### config.mk
export PLATFORM = sky130hd
export DESIGN_NAME = uart_rx_sipo
export DESIGN_NICKNAME = d
export VERILOG_FILES = /design/src/rtl/uart_rx_sipo.sv
export SDC_FILE = /design/constraint.sdc
export NUM_CORES = 1
export LEC_CHECK = 0
export CORE_ASPECT_RATIO = 0.7
export CORE_UTILIZATION = 61
export CTS_CLUSTER_SIZE = 14
export DETAILED_ROUTE_END_ITERATION = 12
export PLACE_DENSITY_LB_ADDON = 0.12
export RECOVER_POWER = 50
export SLEW_MARGIN = 0
export SYNTH_ARGS = -nofsm -noshare
export SYNTH_HDL_FRONTEND = slang
export SYNTH_SLANG_ARGS = --single-unit
### constraint.sdc
create_clock -name clk -period 5.34 [get_ports clk]
set_input_delay 0.534 -clock clk [delete_from_list [all_inputs] [get_ports clk]]
set_output_delay 0.534 -clock clk [all_outputs]
set_load 0.05 [all_outputs]
### src/rtl/uart_rx_sipo.sv
// Oversampling UART frame receiver: start/false-start detection, DATA_BITS deserialise, optional parity.
// Word appears one cycle after the last stop sample; it is held under valid/ready, and frames arriving while it is held are dropped and flagged as overrun.
module uart_rx_sipo #(
  parameter int DATA_BITS  = 8,
  parameter int OVERSAMPLE = 16,
  parameter int PARITY_EN  = 0,
  parameter int PARITY_ODD = 0,
  parameter int STOP_BITS  = 1,
  parameter int LSB_FIRST  = 1
) (
  input  logic                 clk,
  input  logic                 reset_n,
  input  logic                 rx_in,
  output logic [DATA_BITS-1:0] data_out,
  output logic                 data_valid,
  input  logic                 data_ready,
  output logic                 frame_err,
  output logic                 parity_err,
  output logic                 overrun,
  output logic                 busy
);

  localparam int TW = $clog2(OVERSAMPLE);
  localparam int BW = 4;
  localparam logic [TW-1:0] TICK_MID = TW'(OVERSAMPLE / 2 - 1);
  localparam logic [TW-1:0] TICK_END = TW'(OVERSAMPLE - 1);

  typedef enum logic [2:0] {IDLE, START, DATA, PARITY, STOP} state_t;

  state_t               state_q, state_d;
  logic [TW-1:0]        tick_q, tick_d;
  logic [BW-1:0]        bit_q, bit_d;
  logic [DATA_BITS-1:0] shreg_q, shreg_d;
  logic                 fe_q, fe_d, pe_q, pe_d;
  logic                 armed_q, armed_d;
  logic                 rx_meta, rx_s;
  logic                 deliver;

  always_ff @(posedge clk or negedge reset_n) begin
    if (!reset_n) begin
      rx_meta <= 1'b1;
      rx_s    <= 1'b1;
    end else begin
      rx_meta <= rx_in;
      rx_s    <= rx_meta;
    end
  end

  always_ff @(posedge clk or negedge reset_n) begin
    if (!reset_n) begin
      state_q <= IDLE;
      tick_q  <= '0;
      bit_q   <= '0;
      shreg_q <= '0;
      fe_q    <= 1'b0;
      pe_q    <= 1'b0;
      armed_q <= 1'b0;
    end else begin
      state_q <= state_d;
      tick_q  <= tick_d;
      bit_q   <= bit_d;
      shreg_q <= shreg_d;
      fe_q    <= fe_d;
      pe_q    <= pe_d;
      armed_q <= armed_d;
    end
  end

  always_comb begin
    state_d = state_q;
    tick_d  = tick_q;
    bit_d   = bit_q;
    shreg_d = shreg_q;
    fe_d    = fe_q;
    pe_d    = pe_q;
    armed_d = armed_q;
    deliver = 1'b0;
    case (state_q)
      IDLE: begin
        // a line held low after a frame must go high before it can start another
        armed_d = armed_q | rx_s;
        if (armed_q && !rx_s) begin
          state_d = START;
          tick_d  = '0;
          armed_d = 1'b0;
        end
      end
      START: begin
        if (tick_q == TICK_MID) begin
          tick_d = '0;
          if (rx_s) begin
            state_d = IDLE;
          end else begin
            state_d = DATA;
            bit_d   = '0;
            fe_d    = 1'b0;
            pe_d    = 1'b0;
          end
        end else begin
          tick_d = tick_q + TW'(1);
        end
      end
      DATA: begin
        if (tick_q == TICK_END) begin
          tick_d = '0;
          if (LSB_FIRST != 0) shreg_d = {rx_s, shreg_q[DATA_BITS-1:1]};
          else                shreg_d = {shreg_q[DATA_BITS-2:0], rx_s};
          if (bit_q == BW'(DATA_BITS - 1)) begin
            bit_d   = '0;
            state_d = (PARITY_EN != 0) ? PARITY : STOP;
          end else begin
            bit_d = bit_q + BW'(1);
          end
        end else begin
          tick_d = tick_q + TW'(1);
        end
      end
      PARITY: begin
        if (tick_q == TICK_END) begin
          tick_d  = '0;
          pe_d    = ((^shreg_q) ^ rx_s) != (PARITY_ODD != 0);
          state_d = STOP;
        end else begin
          tick_d = tick_q + TW'(1);
        end
      end
      STOP: begin
        // bit_q counts stop samples taken; reaching STOP_BITS means the frame is complete
        if (bit_q == BW'(STOP_BITS)) begin
          deliver = 1'b1;
          bit_d   = '0;
          state_d = IDLE;
        end else if (tick_q == TICK_END) begin
          tick_d = '0;
          bit_d  = bit_q + BW'(1);
          if (!rx_s) fe_d = 1'b1;
        end else begin
          tick_d = tick_q + TW'(1);
        end
      end
      default: state_d = IDLE;
    endcase
  end

  always_ff @(posedge clk or negedge reset_n) begin
    if (!reset_n) begin
      data_out   <= '0;
      data_valid <= 1'b0;
      frame_err  <= 1'b0;
      parity_err <= 1'b0;
      overrun    <= 1'b0;
    end else begin
      if (deliver && (!data_valid || data_ready)) begin
        data_out   <= shreg_q;
        frame_err  <= fe_q;
        parity_err <= pe_q;
        data_valid <= 1'b1;
      end else if (data_valid && data_ready) begin
        data_valid <= 1'b0;
        frame_err  <= 1'b0;
        parity_err <= 1'b0;
      end
      if (deliver && data_valid && !data_ready) overrun <= 1'b1;
      else if (data_valid && data_ready)        overrun <= 1'b0;
    end
  end

  assign busy = (state_q != IDLE);

endmodule

== After elaboration in Yosys (flattened, before gate mapping) ==
Index checks and enable logic that the tools add are counted.

* Latch bits: 0
* Input bits: 4
* Memory bits (read-only): 0
* Memories kept: 0
* Register bits: 36
* Logic and storage cells: 98
* Memory bits (writable): 0
* Output and inout bits: 13

* Div/mod/pow operators: 0
* Reductions and logical operators: 25
* $add $sub $neg: 2
* Mux-type cells: 36
* Shift-type cells: 0
* Magnitude comparators: 0
* Multipliers: 0
* Equality and inequality tests: 19
* Bitwise operators: 2

{| class="wikitable"
|+ Operators with widths
! kind !! count
|-
| $mux W4 || 10
|-
| $ne A2 B2 Y1 const B || 10
|-
| $mux W3 || 6
|-
| $pmux W4 S4 || 1
|-
| $pmux W3 S5 || 1
|-
| $mux W1 || 14
|-
| $pmux W4 S3 || 1
|-
| $reduce_and A6 Y1 || 2
|-
| $add A4 B1 Y4 const B || 2
|-
| $eq A4 B3 Y1 const B || 2
|-
| $reduce_bool A2 Y1 || 4
|-
| $reduce_xor A8 Y1 || 1
|-
| $eq A3 B2 Y1 const B || 2
|-
| $reduce_bool A3 Y1 || 2
|-
| $logic_and A1 B1 Y1 || 5
|-
| $reduce_and A5 Y1 || 1
|-
| $eq A4 B1 Y1 const B || 1
|-
| $eq A4 B4 Y1 const B || 1
|-
| $pmux W1 S2 || 2
|-
| $reduce_and A4 Y1 || 1
|-
| $reduce_bool A4 Y1 || 1
|-
| $eq A3 B1 Y1 const B || 1
|-
| $eq A3 B3 Y1 const B || 1
|-
| $logic_not A1 Y1 || 3
|-
| 9 further kinds || 9
|}

== Longest topological paths before layout ==
Gate-level depths: netlist (run 1).

* Depth in word-level cells: 6
* Gate-level depth with buffers: 9
* Mapped depth without buffers: 7

== Least setup slack after synthesis (run 1) ==
OpenSTA, ideal clock, no wires.

* Path kind: register to register
* Start: reg bit_q[1]
* End: reg bit_q[3]
* Buffers on the path: 1
* Data required time: 5.260 ns
* Period minus slack after synthesis: 1.992 ns
* Cell stages (with the launch flop): 9
* Arrival: 1.912 ns
* Path slack: 3.348 ns
* Library setup time: 0.080 ns
* Cell sequence: dfrtp_1 inv_1 ha_1 or3b_1 buf_6 a21oi_4 o311ai_4 or4_1 o211ai_2

* Cells in the longest elaborated chain, start to end: 4
* Elaborated cells between the ends (all ways): 10
* Those cells by class: add/sub: 1; eq/ne: 3; mux: 5; reduce/logical: 1

{| class="wikitable"
|+ Ends and longest elaborated chain
! element !! line !! text
|-
| start: declaration || 32 || <nowiki>logic [BW-1:0] bit_q, bit_d;</nowiki>
|-
| start signal: assignment || 61 || <nowiki>bit_q <= bit_d;</nowiki>
|-
| $add A4 B1 Y4 or $eq A4 B3 Y1 (tied branches) || 112, 135, 108 ||
|-
| $mux W4 (on tied branches) || 133, 108 ||
|-
| $mux W4 (on tied branches) || 129, 104 ||
|-
| $pmux W4 S3 || 78 || <nowiki>case (state_q)</nowiki>
|}

Several ways; a longest one is shown, not always the timed one. The select of a mux whose other input is x is not followed.
A chain may end at the register's enable or synchronous reset.

== Worst setup path in the final report (run 1) ==
* Start: reg state_q[0]
* End: out busy

* Cells in the longest elaborated chain, start to end: 1

{| class="wikitable"
|+ Ends and longest elaborated chain
! element !! line !! text
|-
| start: declaration || 30 || <nowiki>state_t state_q, state_d;</nowiki>
|-
| start signal: assignment || 59 || <nowiki>state_q <= state_d;</nowiki>
|-
| $reduce_bool A3 Y1 || 168 || <nowiki>assign busy = (state_q != IDLE);</nowiki>
|-
| end: declaration || 20 || <nowiki>output logic busy</nowiki>
|}

Every way passes these cells.

==> results of run 1 <==
==> area by class of cell <==
class	count	share of cell area, %
Multi-Input combinational cell	119	42.2
Tap cell	36	2.14
Sequential cell	36	43.0
Clock buffer	7	4.58
Inverter	2	0.357
Timing Repair Buffer	17	7.79
==> report_power, final <==
part / leakage, nW / internal (W) / total (W) / switching, W
Sequential: 0.485 / 0.000300 / 0.000346 / 0.0000456
Combinational: 0.390 / 0.0000957 / 0.000236 / 0.000140
Clock: 0.0503 / 0.000115 / 0.000203 / 0.0000883
==> critical path, cell delays in order (launching register included) <==
cell	delay (ns)
dfrtp_1	0.56
or3_1	0.48
clkdlybuf4s50_1	0.72
==> sequential cells by signal, summed over array words and instances (netlist names) <==
signal and count:
parity_err 1, tick_q 4, data_out 8, rx_meta 1, pe_q 1, overrun 1, bit_q 4, fe_q 1
rx_s 1, armed_q 1, frame_err 1, shreg_q 8, state_q 3, data_valid 1
==> metal layers <==
layer	share of wire (%)	vias to the layer above	track usage (%)	routed length (µm)
met1	50	599	31.0	1620
li1	-	626	-	-
met5	0	-	0	0
met2	43	46	33.7	1380
met4	1.2	0	10.2	38
met3	5.9	6	5.95	191
==> kinds of logic after synthesis <==
logic type / Yosys count / share of synthesized area (%)
compound gates: 36 / 14.8
xor+xnor: 8 / 3.81
fa+ha+maj: 3 / 2.04
buf+inv: 9 / 2.45
flops: 36 / 49.1
mux: 19 / 11.5
simple gates: 53 / 16.2
==> path summary, 6_finish.rpt <==
kind,slack (ns),to,cells past startpoint
worst max-delay path,2.77,busy,2
max in group asynchronous,2.93,bit_q[3],2
min in group asynchronous,1.30,bit_q[1],2
worst min-delay path,0.36,rx_s,0
worst min register to register,0.36,rx_s,0
worst max register to register,3.00,data_out[4],6
==> metrics by stage <==
step / utilization [%] / hold WS [ns] / cell area, µm² / cells
after floorplan: - / 0.238 / 1840 / 164
after global placement: 71.3 / 0.346 / 2010 / 210
after detailed placement: 71.3 / 0.347 / 2010 / 210
after CTS: 74.7 / 0.357 / 2110 / 217
after global routing: 74.5 / 0.358 / 2100 / 217
final: 74.5 / 0.356 / 2100 / 217
==> layout by cell type, fill, tap and decap left out, types with 2 or more instances in the layout <==
cell type / netlist / final
a21o_1: 2 / 2
a21oi_1: 6 / 6
a22o_1: 2 / 2
a32oi_1: 2 / 2
and2b_1: 2 / 2
clkbuf_8: 0 / 7
clkdlybuf4s50_1: 0 / 14
dfrtp_1: 34 / 34
dfstp_2: 2 / 2
dlygate4sd3_1: 0 / 2
ha_1: 3 / 3
inv_1: 2 / 2
mux2_2: 17 / 17
mux2i_1: 2 / 2
nand2_1: 11 / 11
nand2b_1: 7 / 7
nand3_1: 4 / 4
nand3b_1: 2 / 2
nor2_1: 7 / 8
nor2b_1: 2 / 2
nor3_1: 4 / 4
nor3b_1: 2 / 2
o21ai_0: 12 / 12
or2_2: 2 / 2
or3_1: 2 / 2
xnor2_1: 8 / 8
==> impl_metrics.toml, run 1 <==
[global_route]
antenna_found_initial = 0
grtUsageTotal_pct = 22.5
grt_pass1_vias = 1139
grt_overflow = 0
grt_pass1_wl_mm = 5.22
grt_start_max_net_pins = 37

[sta]
rsz0062_at_grt = "false"
max_freq_mhz = 389
final_max_slew_viol_count = 37
setup_tns_ns = 0
slew_headroom_pct = -26.4
worst_slew_pin_slew_ns = 1.90
layout_setup_ws_ns = 2.77
clock_skew_ns = 0.00703
setup_viol = 0
hold_viol = 0
min_period_ns = 2.57
fin_crit_sh_pct = 48.2

[clock_network]
clock_latency_ns = 0.28
cts_root_buf = "clkbuf_8"
htree_num_levels = 2
ctsResizeCount = 0
post_cts_buffers = 0
cts.sinks = 36
cts_hold_buffers = 0
cts_buffers = 5
cts_tree = "yes"
cts.clk_slew.worst_paths_ns = 0.06
cts_buffer_depth = 2

[synth]
synth-main-ff-cell = "dfrtp_1"
synth-seq-cells = 36
netlist_top_cells_area = "dfrtp_1, mux2_2, xnor2_1"
yosys_warnings = 0
synth_cell_types = 46
synth_top_area_share_pct = 46.3
synth_nets = 171
syn_avg_cell_area_um2 = 11.2
ys_seq_area_share_pct = 49.1
ys_async_sr_fraction_pct = 100
yosys-top-cells-count = "dfrtp_1, mux2_2, o21ai_0"
synth_edf_count = 0
yosys.area.top_type = "dfrtp_1"
yosysMostFrequentCell = "dfrtp_1"
synthCells = 164
syn_area_mm2 = 0.00184

[setup_path]
worstPathMaxFanout = 17
end_kind = "output pin"
worstSetupPathType = "register to output pin"
worstPathArrival_ns = 2.04
worstPathRequired_ns = 4.81
reg2reg_from = "bit_q[1]"
worstSetupStartpoint = "state_q[0]"
worst_setup_path_start_kind = "register"

[placed_design]
pre_cts_ws_ns = 3.08
portBuffers = 16
place_congestion = 0.881
post-dp-hpwl_mm = 2.22

[layout]
multi_input_area_um2 = 887
seq_area_um2 = 903
num-nets-final = 188
num_antenna_cells = 0
synthToLayoutAreaGrowth_pct = 14.4
fill_cells = 184
drive_above_1_share_pct = 19.3

[drt]
vias = 1277
first_pass_iters = 4
drtAntennaViolNets = 0
drt-wirelength-per-cell_um = 14.9
drt-initial-drc-count = 59
via_per_inst = 5.88
drc = 0
wl_mm = 3.23

[run_status]
status = "finished, violations left"
violations = "capacitance limit, slew limit"

[die]
coreArea_mm2 = 0.00282
io_pins = 17
start_util_pct = 65.1
die_h_um = 47.9
die_width_um = 67.6
rows = 16
die_area_mm2 = 0.00324

[power_and_ir_drop]
p_total_w = 0.000784
p_leak_nw = 0.925
powerDensity_mw_per_mm2 = 373
ir_worst_vdd_mv = 0.327

[job]
cap_violations = 1

[min_path]
min_from = "rx_meta"
hp-class = "register to register"
(Power assumes the default switching activity.)
==> run 2, diff against run 1 <==
Settings changed: CORE_UTILIZATION 61 to 56.
Clock period 5.34 ns to 2.4 ns, I/O delays scaled along.
==> impl_metrics.toml, run 2 (synthesized netlist as in run 1, its figures left out) <==
[setup_path]
timing.rr.end = "bit_q[3]"
worst_setup_path_start_kind = "register"
worstPathMaxFanout = 17
worstPathRequired_ns = 2.16
r2r_cells = 7
crit_path_top_delay_cell = "clkdlybuf4s50_1"
end_kind = "output pin"
worstSetupPathType = "register to output pin"
worstSetupStartpoint = "state_q[1]"
crit_family = "buffers and inverters"
path_depth = 2
rrSetupSlack_ns = 0.25
path_cells = "or3_1, clkdlybuf4s50_1"
worstPathArrival_ns = 2.07
cpPeakStageDelay_ns = 0.72
reg2reg_from = "bit_q[1]"
crit_buf_inv = 1

[clock_network]
htree_num_levels = 2
cts.clk_slew.worst_paths_ns = 0.07
clock_latency_ns = 0.29
cts_buffers = 5
cts_buffer_depth = 2
post_cts_buffers = 0
cts_root_buf = "clkbuf_8"
ctsResizeCount = 0
cts.sinks = 36
cts_tree = "yes"
cts_hold_buffers = 0

[placed_design]
post-dp-hpwl_mm = 2.39
portBuffers = 16
place_congestion = 0.845
dpl_cell_area_mm2 = 0.00204

[global_route]
antenna_found_initial = 0
grtUsageTotal_pct = 22.0
grt_start_max_net_pins = 37
grt_overflow = 0
grt_pass1_vias = 1257
grt_pass1_wl_mm = 5.84

[sta]
clock_skew_ns = 0.00562
rsz0062_at_grt = "false"
setup_tns_ns = 0
hold_viol = 0
slew_headroom_pct = 43.1
min_period_ns = 2.31
final_max_slew_viol_count = 0
fin_hold_ws_ns = 0.357
max_freq_mhz = 433
setup_viol = 0
worst_slew_pin_slew_ns = 0.854
fin_crit_sh_pct = 96.3

[die]
coreArea_mm2 = 0.00296
die_width_um = 70.5
io_pins = 17
die_h_um = 49.9
die_area_mm2 = 0.00352
start_util_pct = 62.0
rows = 16

[drt]
drtAntennaViolNets = 0
drc = 4
drt-wirelength-per-cell_um = 15.4
drt-initial-drc-count = 103
first_pass_iters = 8
wl_mm = 3.40
via_per_inst = 5.83
vias = 1288

[min_path]
hp-class = "register to register"
hold_depth = 0
min_to = "rx_s"
min_from = "rx_meta"

[layout]
drive_above_1_share_pct = 22.2
num_antenna_cells = 0
num-nets-final = 192
design_area_mm2 = 0.00214
synthToLayoutAreaGrowth_pct = 16.3
final_cell_mix = "dfrtp_1, mux2_2, o21ai_0, clkdlybuf4s50_1, nand2_1"
reg.largest.list = "data_out (8), shreg_q (8)"
postLayoutCoreUtil_pct = 72.1
final_common_cell = "dfrtp_1"

[power_and_ir_drop]
p_leak_nw = 0.954
ir_worst_vdd_mv = 0.599
powerDensity_mw_per_mm2 = 838
p_total_w = 0.00179

[job]
cap_violations = 0

[run_status]
violations = "DRC"
status = "finished, violations left"
-- run 2: final cells by class --
cell class	instances	area [µm²]
tap	36	45.0
clock buffer	7	96.3
fill	219	826
inverter	2	7.51
timing repair buffer	21	195
multi-input combinational	119	890
sequential	36	903
-- run 2: metal layers --
layer / GRT usage [%] / up-vias / part of all wire, %
met2: 34.5 / 24 / 44
met3: 5.73 / 6 / 3.7
met1: 30.1 / 629 / 51
met5: 0 / - / 0
met4: 7.14 / 0 / 1.1
li1: - / 629 / -
-- run 2: report_power, final --
| part | leakage (nW) | internal (W) | total [W] | switching (W) |
|---|---|---|---|---|
| Clock | 0.0503 | 0.000256 | 0.000468 | 0.000212 |
| Combinational | 0.419 | 0.000234 | 0.000555 | 0.000321 |
| Sequential | 0.485 | 0.000667 | 0.000768 | 0.000101 |
| Total | 0.954 | 0.00116 | 0.00179 | 0.000634 |
-- run 2: how the worst max path moves through the flow --
stage / endpoint / slack (ns)
6_report: busy / 0.09
3_3_place_gp: bit_q[3] / 0.33
3_5_place_dp: bit_q[3] / 0.28
5_1_grt: busy / 0.04
4_1_cts: busy / 0.10
2_1_floorplan: bit_q[3] / 0.41
-- run 2: through the flow --
step	setup WS [ns]	std cells
floorplan	0.408	164
global placement	0.329	214
detailed placement	0.276	214
CTS	0.100	221
global route	0.0373	221
finish	0.0893	221
